**src/rtl/mem_region_router_if.sv**
```systemverilog
// mem_region_router_if: CPU load/store port and bank-side bus.
// slave = router view, master = CPU/bank environment view.
interface mem_region_router_if #(
  parameter int ADDR_W         = 32,
  parameter int DATA_W         = 32,
  parameter int NUM_BANKS      = 2,
  parameter int BANK_SIZE_LOG2 = 16
);
  logic                        req_valid;
  logic                        req_ready;
  logic                        req_we;
  logic [ADDR_W-1:0]           req_addr;
  logic [DATA_W-1:0]           req_wdata;
  logic                        rsp_valid;
  logic [DATA_W-1:0]           rsp_rdata;
  logic                        rsp_err;
  logic [NUM_BANKS-1:0]        bank_req_valid;
  logic [NUM_BANKS-1:0]        bank_req_ready;
  logic                        bank_we;
  logic [BANK_SIZE_LOG2-1:0]   bank_addr;
  logic [DATA_W-1:0]           bank_wdata;
  logic [NUM_BANKS-1:0]        bank_rsp_valid;
  logic [NUM_BANKS*DATA_W-1:0] bank_rsp_rdata;

  modport slave (
    input  req_valid, req_we, req_addr, req_wdata,
    output req_ready, rsp_valid, rsp_rdata, rsp_err,
    output bank_req_valid, bank_we, bank_addr, bank_wdata,
    input  bank_req_ready, bank_rsp_valid, bank_rsp_rdata
  );

  modport master (
    output req_valid, req_we, req_addr, req_wdata,
    input  req_ready, rsp_valid, rsp_rdata, rsp_err,
    input  bank_req_valid, bank_we, bank_addr, bank_wdata,
    output bank_req_ready, bank_rsp_valid, bank_rsp_rdata
  );
endinterface

```
**src/rtl/mem_region_router.sv**
```systemverilog
// mem_region_router: routes one CPU load/store at a time to a
// data-memory bank, with out-of-range and timeout error responses.
module mem_region_router #(
  parameter int ADDR_W         = 32,
  parameter int DATA_W         = 32,
  parameter int NUM_BANKS      = 2,
  parameter int BANK_SIZE_LOG2 = 16,
  parameter int TIMEOUT        = 255
) (
  input logic               clk,
  input logic               rst,
  mem_region_router_if.slave bus
);

  localparam int IDX_W = (NUM_BANKS > 1) ? $clog2(NUM_BANKS) : 0;
  localparam int IW    = (IDX_W > 0) ? IDX_W : 1;
  localparam int CNT_W = $clog2(TIMEOUT);
  localparam logic [CNT_W-1:0] CNT_MAX = CNT_W'(TIMEOUT - 1);
  // One extra bit so the region limit cannot wrap.
  localparam logic [ADDR_W:0] LIMIT =
    (ADDR_W+1)'(NUM_BANKS) << BANK_SIZE_LOG2;

  typedef enum logic [2:0] {
    IDLE, ISSUE, WAIT, RESP, ERR
  } state_t;

  state_t            state;
  logic [CNT_W-1:0]  cnt;
  logic [IW-1:0]     idx_q;
  logic [IW-1:0]     req_idx;
  logic              in_range;
  logic              sel_ready;
  logic              sel_rsp;
  logic [DATA_W-1:0] sel_rdata;
  logic [DATA_W-1:0] rdata_arr [NUM_BANKS];

  generate
    if (IDX_W > 0) begin : g_idx
      assign req_idx = bus.req_addr[BANK_SIZE_LOG2 +: IW];
    end else begin : g_noidx
      assign req_idx = '0;
    end
    for (genvar g = 0; g < NUM_BANKS; g++) begin : g_rd
      assign rdata_arr[g] = bus.bank_rsp_rdata[g*DATA_W +: DATA_W];
    end
  endgenerate

  assign in_range  = {1'b0, bus.req_addr} < LIMIT;
  assign sel_ready = bus.bank_req_ready[idx_q];
  assign sel_rsp   = bus.bank_rsp_valid[idx_q];
  assign sel_rdata = rdata_arr[idx_q];

  // Transaction FSM with all outputs registered.
  always_ff @(posedge clk) begin
    if (rst) begin
      state              <= IDLE;
      cnt                <= '0;
      idx_q              <= '0;
      bus.req_ready      <= 1'b1;
      bus.rsp_valid      <= 1'b0;
      bus.rsp_err        <= 1'b0;
      bus.rsp_rdata      <= '0;
      bus.bank_req_valid <= '0;
      bus.bank_we        <= 1'b0;
      bus.bank_addr      <= '0;
      bus.bank_wdata     <= '0;
    end else begin
      unique case (state)
        IDLE: begin
          if (bus.req_valid) begin
            idx_q          <= req_idx;
            bus.bank_we    <= bus.req_we;
            bus.bank_addr  <= bus.req_addr[BANK_SIZE_LOG2-1:0];
            bus.bank_wdata <= bus.req_wdata;
            bus.req_ready  <= 1'b0;
            cnt            <= '0;
            if (in_range) begin
              state              <= ISSUE;
              bus.bank_req_valid <= NUM_BANKS'(1) << req_idx;
            end else begin
              state         <= ERR;
              bus.rsp_valid <= 1'b1;
              bus.rsp_err   <= 1'b1;
              bus.rsp_rdata <= '0;
            end
          end
        end
        ISSUE: begin
          if (sel_ready) begin
            state              <= WAIT;
            bus.bank_req_valid <= '0;
            cnt                <= cnt + 1'b1;
          end else if (cnt == CNT_MAX) begin
            state              <= ERR;
            bus.bank_req_valid <= '0;
            bus.rsp_valid      <= 1'b1;
            bus.rsp_err        <= 1'b1;
            bus.rsp_rdata      <= '0;
          end else begin
            cnt <= cnt + 1'b1;
          end
        end
        WAIT: begin
          if (sel_rsp) begin
            state         <= RESP;
            bus.rsp_valid <= 1'b1;
            bus.rsp_err   <= 1'b0;
            bus.rsp_rdata <= bus.bank_we ? '0 : sel_rdata;
          end else if (cnt == CNT_MAX) begin
            state         <= ERR;
            bus.rsp_valid <= 1'b1;
            bus.rsp_err   <= 1'b1;
            bus.rsp_rdata <= '0;
          end else begin
            cnt <= cnt + 1'b1;
          end
        end
        RESP, ERR: begin
          state         <= IDLE;
          bus.req_ready <= 1'b1;
          bus.rsp_valid <= 1'b0;
          bus.rsp_err   <= 1'b0;
          bus.rsp_rdata <= '0;
        end
        default: begin
          state              <= IDLE;
          bus.req_ready      <= 1'b1;
          bus.rsp_valid      <= 1'b0;
          bus.rsp_err        <= 1'b0;
          bus.bank_req_valid <= '0;
        end
      endcase
    end
  end

endmodule

```
**src/flat_wrapper.sv**
```systemverilog
// flat-port wrapper written by rule: the top's interface ports become plain ports
module mem_region_router_flat 
#(
  parameter int ADDR_W         = 32,
  parameter int DATA_W         = 32,
  parameter int NUM_BANKS      = 2,
  parameter int BANK_SIZE_LOG2 = 16,
  parameter int TIMEOUT        = 255
)
  (clk, rst, bus_req_valid, bus_req_we, bus_req_addr, bus_req_wdata, bus_req_ready, bus_rsp_valid, bus_rsp_rdata, bus_rsp_err, bus_bank_req_valid, bus_bank_we, bus_bank_addr, bus_bank_wdata, bus_bank_req_ready, bus_bank_rsp_valid, bus_bank_rsp_rdata);
  mem_region_router_if #(.ADDR_W(ADDR_W), .DATA_W(DATA_W), .NUM_BANKS(NUM_BANKS), .BANK_SIZE_LOG2(BANK_SIZE_LOG2)) bus_i ();
  input logic clk;
  input logic rst;
  input wire logic [$bits(bus_i.req_valid)-1:0] bus_req_valid;
  input wire logic [$bits(bus_i.req_we)-1:0] bus_req_we;
  input wire logic [$bits(bus_i.req_addr)-1:0] bus_req_addr;
  input wire logic [$bits(bus_i.req_wdata)-1:0] bus_req_wdata;
  output wire logic [$bits(bus_i.req_ready)-1:0] bus_req_ready;
  output wire logic [$bits(bus_i.rsp_valid)-1:0] bus_rsp_valid;
  output wire logic [$bits(bus_i.rsp_rdata)-1:0] bus_rsp_rdata;
  output wire logic [$bits(bus_i.rsp_err)-1:0] bus_rsp_err;
  output wire logic [$bits(bus_i.bank_req_valid)-1:0] bus_bank_req_valid;
  output wire logic [$bits(bus_i.bank_we)-1:0] bus_bank_we;
  output wire logic [$bits(bus_i.bank_addr)-1:0] bus_bank_addr;
  output wire logic [$bits(bus_i.bank_wdata)-1:0] bus_bank_wdata;
  input wire logic [$bits(bus_i.bank_req_ready)-1:0] bus_bank_req_ready;
  input wire logic [$bits(bus_i.bank_rsp_valid)-1:0] bus_bank_rsp_valid;
  input wire logic [$bits(bus_i.bank_rsp_rdata)-1:0] bus_bank_rsp_rdata;
  assign bus_i.req_valid = bus_req_valid;
  assign bus_i.req_we = bus_req_we;
  assign bus_i.req_addr = bus_req_addr;
  assign bus_i.req_wdata = bus_req_wdata;
  assign bus_req_ready = bus_i.req_ready;
  assign bus_rsp_valid = bus_i.rsp_valid;
  assign bus_rsp_rdata = bus_i.rsp_rdata;
  assign bus_rsp_err = bus_i.rsp_err;
  assign bus_bank_req_valid = bus_i.bank_req_valid;
  assign bus_bank_we = bus_i.bank_we;
  assign bus_bank_addr = bus_i.bank_addr;
  assign bus_bank_wdata = bus_i.bank_wdata;
  assign bus_i.bank_req_ready = bus_bank_req_ready;
  assign bus_i.bank_rsp_valid = bus_bank_rsp_valid;
  assign bus_i.bank_rsp_rdata = bus_bank_rsp_rdata;
  mem_region_router #(.ADDR_W(ADDR_W), .DATA_W(DATA_W), .NUM_BANKS(NUM_BANKS), .BANK_SIZE_LOG2(BANK_SIZE_LOG2), .TIMEOUT(TIMEOUT)) u_core (.clk(clk), .rst(rst), .bus(bus_i));
endmodule
```
**config.mk**
```make
export PLATFORM = sky130hd
export DESIGN_NAME = mem_region_router_flat
export DESIGN_NICKNAME = d
export VERILOG_FILES = /design/src/rtl/mem_region_router_if.sv /design/src/rtl/mem_region_router.sv /design/src/flat_wrapper.sv
export SDC_FILE = /design/constraint.sdc
export NUM_CORES = 1
export LEC_CHECK = 0
export CAP_MARGIN = 20
export CORE_UTILIZATION = 35
export DETAILED_ROUTE_END_ITERATION = 10
export GPL_ROUTABILITY_DRIVEN = 1
export PLACE_DENSITY = 0.73
export REMOVE_ABC_BUFFERS = 1
export SYNTH_ARGS = -nofsm -noshare
export SYNTH_HDL_FRONTEND = slang
export SYNTH_SLANG_ARGS = --single-unit
```
**constraint.sdc**
```tcl
create_clock -name clk -period 2.4 [get_ports clk]
set_input_delay 0.72 -clock clk [delete_from_list [all_inputs] [get_ports clk]]
set_output_delay 0.72 -clock clk [all_outputs]
set_load 0.05 [all_outputs]
```
# Word-level counts from Yosys, hierarchy flattened
# Cells that the tools add are included.
dict set report word_totals {
  regBits 98
  input_bits 136
  out_inout_bits 86
  wordCells 84
}
dict set report classes {
  n_addsub 1
  n_lt_le_gt_ge 3
  eq_ne 11
  shifts 1
  n_mux 42
  bitwise_logic 3
  n_reduce_logical 12
}
# operator count
set ops {}
lappend ops {{2-to-1 mux 32 bit} 9}
lappend ops {{case mux 32 bit (4 select lines)} 1}
lappend ops {{< comparator 32 x 18 -> 1 bit, second input constant} 1}
lappend ops {{2-to-1 mux 8 bit} 4}
lappend ops {{case mux 8 bit (3 select lines)} 1}
lappend ops {{2-to-1 mux 3 bit} 5}
lappend ops {{2-to-1 mux 1 bit} 13}
lappend ops {{case mux 3 bit (3 select lines)} 1}
lappend ops {{adder 8 x 1 -> 8 bit, second input constant} 1}
lappend ops {{equality test 8 bit, second input constant} 1}
lappend ops {{2-to-1 mux 2 bit} 4}
lappend ops {{!= test 2 bit, second input constant} 4}
lappend ops {{AND reduction 4 bit} 2}
lappend ops {{equality test 3 x 2 -> 1 bit, second input constant} 2}
lappend ops {{case mux 1 bit (3 select lines)} 2}
lappend ops {{case mux 2 bit (3 select lines)} 1}
lappend ops {{AND reduction 3 bit} 2}
lappend ops {{AND reduction 2 bit} 2}
lappend ops {{nonzero test 4 bit} 1}
lappend ops {{OR reduction 2 bit} 2}
lappend ops {{equality test 3 x 1 -> 1 bit, second input constant} 1}
lappend ops {{equality test 3 bit, second input constant} 1}
lappend ops {{zero test 3 bit} 1}
lappend ops {{!= test 3 x 1 -> 1 bit, second input constant} 1}
lappend ops {{9 further kinds} 10}

# Logic depth before layout (Yosys ltp)
# Gate-level depths: netlist (run 1).
dict set report depth {
  word_depth 7
  depth_mapped 8
  depth_no_buf 7
}

# Worst setup path after synthesis (run 1)
# No wires, ideal clock.
dict set report synth_path {
  path_kind {in2reg}
  from {input bus_req_addr[25]}
  to {register u_core.bus.rsp_rdata[10]}
  setup_ns 0.070
  t_arrival_ns 1.887
  path_slack_ns 0.443
  path_stages 6
  n_path_buf 1
  path_cell_list {nor4_1 nand4_1 o211ai_4 buf_6 o21ai_0 a21oi_1}
}
dict set report synth_between {
  elab_chain_cells 3
}
# item line
set synth_rtl {}
lappend synth_rtl {{from (decl)} flat_wrapper.sv:16} ;# input wire logic [$bits(bus_i.req_addr)-1:0] bus_req_addr;
lappend synth_rtl {{< comparator 32 x 18 -> 1 bit} mem_region_router.sv:48} ;# assign in_range = {1'b0, bus.req_addr} < LIMIT;
lappend synth_rtl {{!= test 2 bit (no source line)} --}
lappend synth_rtl {{AND reduction 4 bit (no source line)} --}
lappend synth_rtl {{to (signal assigned)} mem_region_router.sv:108} ;# bus.rsp_rdata <= bus.bank_we ? '0 : sel_rdata;
lappend synth_rtl {{to (decl)} mem_region_router_if.sv:27} ;# output req_ready, rsp_valid, rsp_rdata, rsp_err,
# Every way passes these cells.
# A chain may end at the register's enable or synchronous reset.

# Worst setup path in the final report (run 1)
dict set report layout_path {
  from {register u_core.bus.rsp_err}
  to {output bus_rsp_err}
}
# item line
set layout_rtl {}
lappend layout_rtl {{from (decl)} mem_region_router_if.sv:27}
lappend layout_rtl {{from (signal assigned)} mem_region_router.sv:61} ;# bus.rsp_err <= 1'b0;
lappend layout_rtl {{from (signal assigned)} mem_region_router.sv:83} ;# bus.rsp_err <= 1'b1;
lappend layout_rtl {{from (signal assigned)} mem_region_router.sv:97} ;# bus.rsp_err <= 1'b1;
lappend layout_rtl {{to (decl)} flat_wrapper.sv:21} ;# output wire logic [$bits(bus_i.rsp_err)-1:0] bus_rsp_err;
# No word-level cell between the ends.

==> results.cfg, run 1 <==
[cells_and_area]
layout.area.seq_mm2 = 0.001962
utilization_pct = 58.07
layout.nets = 873
syn_to_final_growth_pct = 60.05
diodes = 0
fin_area_mm2 = 0.007033
multi_input_area_mm2 = 0.002228
fillCellCount = 1092
drive_above_1_share_pct = 10.54

[global_routing]
grt_max_degree = 97
gr-total-overflow = 0
grt.total_usage_pct = 21.71
grt_pass1_vias = 4622
grt_pass1_wl_mm = 22.25
antenna_found_initial = 0

[worst_setup_path]
cp_max_fo = 3
endpoint_kind = primary output
crit_path_start_kind = register
path_class = reg -> out
arrival_ns = 1.54
cp_top_family = buffers and inverters
critical_path.cell_chain = clkdlybuf4s50_1
worstPathRequired_ns = 1.68
path_buf_inv = 1
max_stage_delay_ns = 0.83
crit_slowest_cell = clkdlybuf4s50_1

[cts]
cts_tree = yes
clk_pin_slew_ns = 0.07
cts_root_buffer = clkbuf_16
post-cts-setup-buffers = 0
cts_buffers = 9
clkSinkCount = 98
insertion_delay_ns = 0.34
clockBufferDepth = 2
cts_hold_buf = 0
h-tree-depth = 3

[detailed_routing]
post_drt_wl_per_cell_um = 15.19
via_per_inst = 4.955
ant_nets = 0
via_count = 4499
drt_iter0_markers = 245
dr.pass1.iters = 4
drc = 0
wl_mm = 13.79

[yosys]
yosys-top-cells-area = dfxtp_1 45%, nand2_1 12%, a21oi_1 11%, mux2_2 8.2%, o21ai_0 3.0%
ys.flop_type = dfxtp_1
syn_area_mm2 = 0.004394
synth_common_cells = 142 x nand2_1, 98 x dfxtp_1, 93 x a21oi_1
ys.warnings.count = 0
yosysUniqueCellTypes = 52
yosysMostFrequentCell = nand2_1
ys_ff_latch = 98
synth.top_cell.area_share_pct = 44.65
synthArstFlopShare_pct = 0
synth-seq-area-share_pct = 44.65
avgSynthCellArea_um2 = 8.275
syn_inst = 531
yosysTopAreaCell = dfxtp_1
synth_edf_count = 0

[die]
core_mm2 = 0.01211
start_util_pct = 36.28
io_pins = 222
dieArea_mm2 = 0.01301
dieHeight_um = 114.1
die_x_um = 114.1
fp-row-count = 40

[timing]
holdWs_ns = 0.4520
finalMaxSlewViolations = 0
rsz0062_at_grt = false
fin_skew_ns = 0.006684
period_minus_slack_ns = 2.263
tightest_slew_ns = 0.7095
hold_violations = 0
relSlewSlack_pct = 52.63
setup_tns_ns = 0
setup_violations = 0
post-route-period-util_pct = 94.29
max_freq_ghz = 0.4419

[pwr]
leakagePower_uw = 0.002457
p_comb_share_pct = 20.7
swShare_pct = 27.80
clkPwrFrac_pct = 35.1
vdd_drop_max_mv = 0.4569
p_per_area_mw_per_mm2 = 554.3
p_int_uw = 2815
p_sw_uw = 1084
total_power_uw = 3898
pwr-share-seq_pct = 44.2

[placement]
port_buffers = 221
globalplace.congestion = 0.8315
placed_area_mm2 = 0.006739
dpl.hpwl_mm = 9.934

[hold_path]
hold_path.class = reg -> reg

[outcome]
outcome = completed

[run]
max_cap_viol_count = 0
## power groups by stage
stage | clock [µW] | sequential (µW) | combinational (µW)
2_1_floorplan | 0 | 1950 | 185
3_3_place_gp | 0 | 1760 | 791
3_5_place_dp | 0 | 1760 | 804
4_1_cts | 1420 | 1720 | 808
5_1_grt | 1480 | 1730 | 855
6_report | 1370 | 1720 | 806
## worst min-delay path: cells and delay by family (launching register included)
kind,cells,cell delay [ns]
DFF,1,0.31
and+or+nand+nor,1,0.05
AOI/OAI and AO/OA,1,0.05
## final cells by class
type	count	area share, %
flip-flops and latches	98	27.90
repair buffers	231	33.16
well taps	168	2.989
inverters	5	0.2669
multi-input cells	390	31.68
clock inverters	5	0.5515
clock buffers	11	3.451
## cell families (layout without fill, tap and decap cells)
kind of cell | count (synthesis) | after routing | share of synthesized area (%)
buf+inv | 43 | 252 | 4.926
fa+ha+maj | 2 | 2 | 0.5694
simple gates | 195 | 195 | 19.76
flops | 98 | 98 | 44.65
mux | 34 | 34 | 8.855
compound gates | 159 | 159 | 21.24
## registers in the layout (all words and copies together) (netlist names)
register                   cells
u_core.bus.bank_we             1
u_core.bus.rsp_err             1
u_core.idx_q                   1
u_core.bus.bank_req_valid      2
u_core.bus.rsp_rdata          32
u_core.bus.req_ready           1
u_core.bus.rsp_valid           1
u_core.bus.bank_addr          16
u_core.cnt                     8
u_core.bus.bank_wdata         32
u_core.state                   3
## metal layers
metal  part of all wire [%]  up-vias  track usage [%]
met5                      0        -                0
met4                    1.6        0            6.753
met3                    6.4       15            7.147
met2                     52      150            38.91
met1                     40     2096            24.29
li1                       -     2238                -
## timing repair
action | in CTS | in global routing
endpoints found under the setup margin | 0 | 2
gates resized for setup | 0 | 2
hold endpoints to repair | 0 | 0
## layout by cell type, fill, tap and decap left out, types with 2 or more instances in the layout
cell             instances
clkinv_2                 2
a21oi_1                 93
nand3_1                  3
nor3b_1                  2
o31a_1                   2
mux2_2                  32
o21ai_1                 13
o211ai_1                 2
a21oi_2                  3
buf_4                    6
nor3_1                   3
inv_1                    5
and4_1                   2
and2_1                   3
clkdlybuf4s50_1        220
clkbuf_16                9
nand3b_1                 5
clkinv_4                 2
nand2_1                142
nor4_2                   2
o21ai_0                 26
ha_1                     2
nor2_1                  11
nand2b_1                 5
buf_12                   4
nand4_1                  4
a22oi_1                  2
dfxtp_1                 98
nor2b_1                  2
nor4_1                   3
a21o_1                   2
a31oi_1                  3
## through the flow
stage	setup WS (ns)	instances
after floorplan	-0.05469	493
after detailed placement	-0.1594	892
after global placement	-0.09347	892
after global routing	0.03423	908
after CTS	0.1210	908
final	0.1371	908
## final timing paths
check                             from                         to  slack [ns]  cells past startpoint
max                 u_core.bus.rsp_err                bus_rsp_err        0.14                      1
min          u_core.bus.bank_wdata[30]  u_core.bus.bank_wdata[30]        0.45                      2
max reg2reg              u_core.cnt[1]   u_core.bus.rsp_rdata[14]        0.40                      6
min reg2reg  u_core.bus.bank_wdata[30]  u_core.bus.bank_wdata[30]        0.45                      2
(Power assumes the default switching activity.)
==> run 2: changes to the inputs <==
ABC_CLOCK_PERIOD_IN_PS = 2400   (was not set)
DONT_BUFFER_PORTS = 1   (was not set)
GPL_TIMING_DRIVEN = 0   (was not set)
PLACE_DENSITY = 0.5   (was 0.73)
==> run 2 against run 1 <==
Effect of this change:
- sequential power increased by 12%
- cell count decreased by 25%
- critical path depth increased by 3
==> results.cfg, run 2 (synthesis gave the netlist of run 1 again) <==
[outcome]
outcome = completed

[worst_setup_path]
endpoint_kind = register
path_class = reg -> reg
worstPathRequired_ns = 2.67
arrival_ns = 2.44
crit_path_start_kind = register
cp_max_fo = 50

[pwr]
p_sw_uw = 1045
pwr-share-seq_pct = 54.0
total_power_uw = 3562
p_int_uw = 2517
swShare_pct = 29.34
leakagePower_uw = 0.001585
p_per_area_mw_per_mm2 = 745.1
p_comb_share_pct = 7.0
clkPwrFrac_pct = 39.0
vdd_drop_max_mv = 0.3351

[timing]
finalMaxSlewViolations = 0
fin_skew_ns = 0.007634
setup_violations = 0
setup_ws_ns = 0.2288
post-route-period-util_pct = 90.47
max_freq_ghz = 0.4606
tightest_slew_ns = 0.9367
rsz0062_at_grt = false
relSlewSlack_pct = 37.56
period_minus_slack_ns = 2.171
setup_tns_ns = 0
hold_violations = 0

[cts]
clkSinkCount = 98
insertion_delay_ns = 0.34
h-tree-depth = 3
cts_root_buffer = clkbuf_16
clk_pin_slew_ns = 0.07
cts_buffers = 9
cts_hold_buf = 0
post-cts-setup-buffers = 0
clockBufferDepth = 2
cts_tree = yes

[die]
dieHeight_um = 114.1
core_mm2 = 0.01211
die_x_um = 114.1
dieArea_mm2 = 0.01301
io_pins = 222
fp-row-count = 40
start_util_pct = 36.28

[detailed_routing]
wl_met3_um = 719
post_drt_wl_per_cell_um = 16.32
maxUsedRoutingLayer = met4
drt_iter0_markers = 149
wl_met1_mm = 4.886
via_count = 3559
wl_mm = 11.11
wl_met2_mm = 5.363
dr.pass1.iters = 4
ant_nets = 0
drc = 0
via_per_inst = 5.226

[cells_and_area]
syn_to_final_growth_pct = 8.799
multi_input_area_mm2 = 0.002241
fillCellCount = 1258
diodes = 0
layout.area.seq_mm2 = 0.001963
final_cell_mix = 141 x nand2_1, 97 x dfxtp_1, 93 x a21oi_1, 32 x mux2_2, 26 x o21ai_0
layout.nets = 646
final_common_cell = nand2_1
top_regs = u_core.bus.bank_wdata x32, u_core.bus.rsp_rdata x32, u_core.bus.bank_addr x16
drive_above_1_share_pct = 14.23

[global_routing]
grt.total_usage_pct = 16.19
grt_max_degree = 98
grt_pass1_vias = 3211
grt_pass1_wl_mm = 16.62
gr-total-overflow = 0
antenna_found_initial = 0

[placement]
dpl.hpwl_mm = 7.513
post-place-ws_ns = -0.2581
port_buffers = 0
globalplace.congestion = 0.7547

[run]
max_cap_viol_count = 0

[hold_path]
hold_path.class = in -> reg
==> run 2: cell types whose count changed in the layout (fill, tap and decap cells not counted), moves of 2 or more <==
| cell | delta |
|---|---|
| clkdlybuf4s50_1 | -220 |
| buf_4 | -6 |
| buf_12 | -3 |
| clkinvlp_4 | +3 |
| inv_6 | +3 |
| clkinv_2 | -2 |
| clkinv_4 | -2 |
| nor4_1 | +2 |
| nor4_2 | -2 |
==> run 2: what timing repair did <==
item / in CTS / in global routing
gates resized for setup: 0 / 2
endpoints found under the hold margin: 0 / 0
setup endpoints to repair: 0 / 33
==> run 2: layer usage <==
| layer | up-vias | track usage [%] |
|---|---|---|
| li1 | 1782 | - |
| met1 | 1665 | 19.96 |
| met2 | 103 | 26.63 |
| met3 | 9 | 5.506 |
| met4 | 0 | 4.935 |
| met5 | - | 0 |
==> run 2: cell type report <==
type | count | area share (%)
inverters | 5 | 0.3926
clock inverters | 7 | 1.256
well taps | 168 | 4.397
clock buffers | 9 | 4.711
repair buffers | 3 | 1.309
flip-flops and latches | 98 | 41.06
multi-input cells | 391 | 46.87
==> run 2: path summary, 6_finish.rpt <==
check	from	end	slack, ns	depth (start not counted)
max	u_core.state[2]	u_core.bus.bank_wdata[29]	0.23	4
max reg2reg	u_core.state[2]	u_core.bus.bank_wdata[29]	0.23	4
min	rst	u_core.bus.rsp_rdata[11]	0.44	1
min reg2reg	u_core.cnt[7]	u_core.cnt[7]	0.52	2
==> run 2: power by group through the flow <==
stage	Combinational [µW]	Clock, µW	Sequential (µW)
after global placement	224	0	1970
after global routing	277	1510	1930
after floorplan	185	0	1950
after detailed placement	246	0	1960
final	248	1390	1920
after CTS	245	1430	1930
==> run 2: critical path, stage by stage (launching register included) <==
cell and delay (ns):
dfxtp_1 0.52, nor3_4 0.43, and2_2 0.83, nand2_1 0.14, a21oi_1 0.15
==> run 2: per-stage QoR <==
stage	cell area, µm²	utilization [%]	hold slack, ns	cells
2_1_floorplan	4197	-	0.4664	493
3_3_place_gp	4407	36.38	0.4958	661
3_5_place_dp	4473	36.93	0.5062	664
4_1_cts	4758	39.29	0.4273	680
5_1_grt	4781	39.47	0.4208	681
6_report	4781	39.47	0.4436	681
==> run 3: changes to the inputs <==
SLEW_MARGIN = 15   (was not set)
==> run 3 against run 2 <==
Effect of this change:
- combinational power fell by 3%
- cell count shrank 0.15%
- largest cell class unchanged
- critical endpoint is now u_core.bus.rsp_rdata[2]
- via count about the same
- global-route usage is 0.087 points higher
- largest power group unchanged
- core utilization about the same
- die area stayed put
- non-clock buffer count shrank 1
- flip-flop and latch count did not move
- first-iteration DRC count grew 34%
==> results.cfg, run 3 (synthesis gave the netlist of run 1 again) <==
[cells_and_area]
final_cell_mix = 141 x nand2_1, 97 x dfxtp_1, 93 x a21oi_1, 32 x mux2_2, 26 x o21ai_0
final_common_cell = nand2_1
syn_to_final_growth_pct = 8.827
utilization_pct = 39.48
layout.nets = 645
top_regs = u_core.bus.bank_wdata x32, u_core.bus.rsp_rdata x32, u_core.bus.bank_addr x16
fillCellCount = 1268
multi_input_area_mm2 = 0.002246
layout.area.seq_mm2 = 0.001966
drive_above_1_share_pct = 14.06
diodes = 0

[cts]
clkSinkCount = 98
clk_pin_slew_ns = 0.07
cts_root_buffer = clkbuf_16
clockBufferDepth = 2
insertion_delay_ns = 0.34
cts_tree = yes
cts_buffers = 9
h-tree-depth = 3
post-cts-setup-buffers = 0

[pwr]
pwr-share-seq_pct = 53.0
p_per_area_mw_per_mm2 = 762.1
p_int_uw = 2612
p_comb_share_pct = 6.6
clkPwrFrac_pct = 40.4
leakagePower_uw = 0.001588
vdd_drop_max_mv = 0.4542
p_sw_uw = 1032
swShare_pct = 28.32
total_power_uw = 3644

[run]
max_cap_viol_count = 0

[worst_setup_path]
critical_path.cell_chain = nor4_1 > nand4_1 > o211ai_4 > o21ai_0 > a21oi_1
arrival_ns = 2.39
cp_max_fo = 18
r2r_start = u_core.state[2]
worstSetupStartpoint = bus_req_addr[30]
endpoint_kind = register
crit_slowest_cell = o211ai_4
worstPathRequired_ns = 2.68
crit_path_start_kind = primary input
max_stage_delay_ns = 0.58
path_class = in -> reg

[timing]
hold_violations = 0
setup_tns_ns = 0
rsz0062_at_grt = false
period_minus_slack_ns = 2.114
fin_skew_ns = 0.007398
post-route-period-util_pct = 88.07
relSlewSlack_pct = 51.24
max_freq_ghz = 0.4731
tightest_slew_ns = 0.7297
setup_violations = 0
finalMaxSlewViolations = 0

[die]
core_mm2 = 0.01211
io_pins = 222
fp-row-count = 40
start_util_pct = 36.28
die_x_um = 114.1
dieArea_mm2 = 0.01301
dieHeight_um = 114.1

[placement]
dpl.hpwl_mm = 7.470
globalplace.congestion = 0.7547
port_buffers = 0

[detailed_routing]
drc = 0
via_per_inst = 5.231
ant_nets = 0
drt_iter0_markers = 199
dr.pass1.iters = 4
via_count = 3557
post_drt_wl_per_cell_um = 16.41
wl_mm = 11.16

[global_routing]
antenna_found_initial = 0
gr-total-overflow = 0
grt.total_usage_pct = 16.27
grt_pass1_vias = 3127
grt_max_degree = 98
grt_pass1_wl_mm = 16.59

[hold_path]
hold_path.class = in -> reg
hold_path_startpoint = rst

[outcome]
outcome = completed
-- run 3: cell count changes in the layout (fill, tap and decap cells not counted), sizes merged --
| cell | before | now |
|---|---|---|
| buf | 3 | 2 |
| bufinv | 0 | 1 |
| clkinv | 0 | 1 |
| clkinvlp | 3 | 2 |
| inv | 9 | 8 |
-- run 3: what timing repair did --
item / 4_1_cts / 5_1_grt
setup endpoints to repair: 0 / 34
hold buffers: 0 / 0
resized for setup: 0 / 2
-- run 3: power by group through the flow --
stage          registers [µW]  logic (µW)  clock network (µW)
2_1_floorplan            1950         185                   0
3_3_place_gp             1970         224                   0
3_5_place_dp             1970         238                   0
4_1_cts                  1930         238                1530
5_1_grt                  1940         268                1590
6_report                 1930         240                1470
-- run 3: routing by layer --
| metal | track usage, % | part of all wire, % | vias to the layer above |
|---|---|---|---|
| li1 | - | - | 1784 |
| met1 | 20.45 | 44 | 1655 |
| met2 | 25.86 | 49 | 108 |
| met3 | 5.611 | 6.1 | 10 |
| met4 | 5.801 | 1.2 | 0 |
| met5 | 0 | 0 | - |
-- run 3: metrics by stage --
stage          setup WS [ns]  cell area [µm²]  hold WS (ns)  cells
6_report              0.2864             4782        0.4401    680
5_1_grt               0.1071             4782        0.4265    680
4_1_cts             0.003779             4758        0.4241    679
3_5_place_dp         -0.2549             4457        0.5035    663
3_3_place_gp         -0.8187             4407        0.4958    661
2_1_floorplan       -0.05469             4197        0.4664    493
-- run 3: path summary, 6_finish.rpt --
kind	endpoint	slack, ns	cells after the start
max	u_core.bus.rsp_rdata[2]	0.29	5
max reg2reg	u_core.bus.rsp_rdata[2]	0.30	5
min reg2reg	u_core.cnt[7]	0.51	2
min	u_core.bus.rsp_rdata[17]	0.44	1
-- run 3: layout make-up --
| type | instances | area share, % |
|---|---|---|
| clock buffers | 9 | 4.710 |
| clock inverters | 7 | 1.596 |
| inverters | 5 | 0.3925 |
| multi-input cells | 391 | 46.96 |
| flip-flops and latches | 98 | 41.10 |
| well taps | 168 | 4.396 |
| repair buffers | 2 | 0.8373 |
-- run 3: worst max-delay path: cells and delay by family --
family,cells,cell delay (ns)
compound gates,3,0.93
simple gates,2,0.73
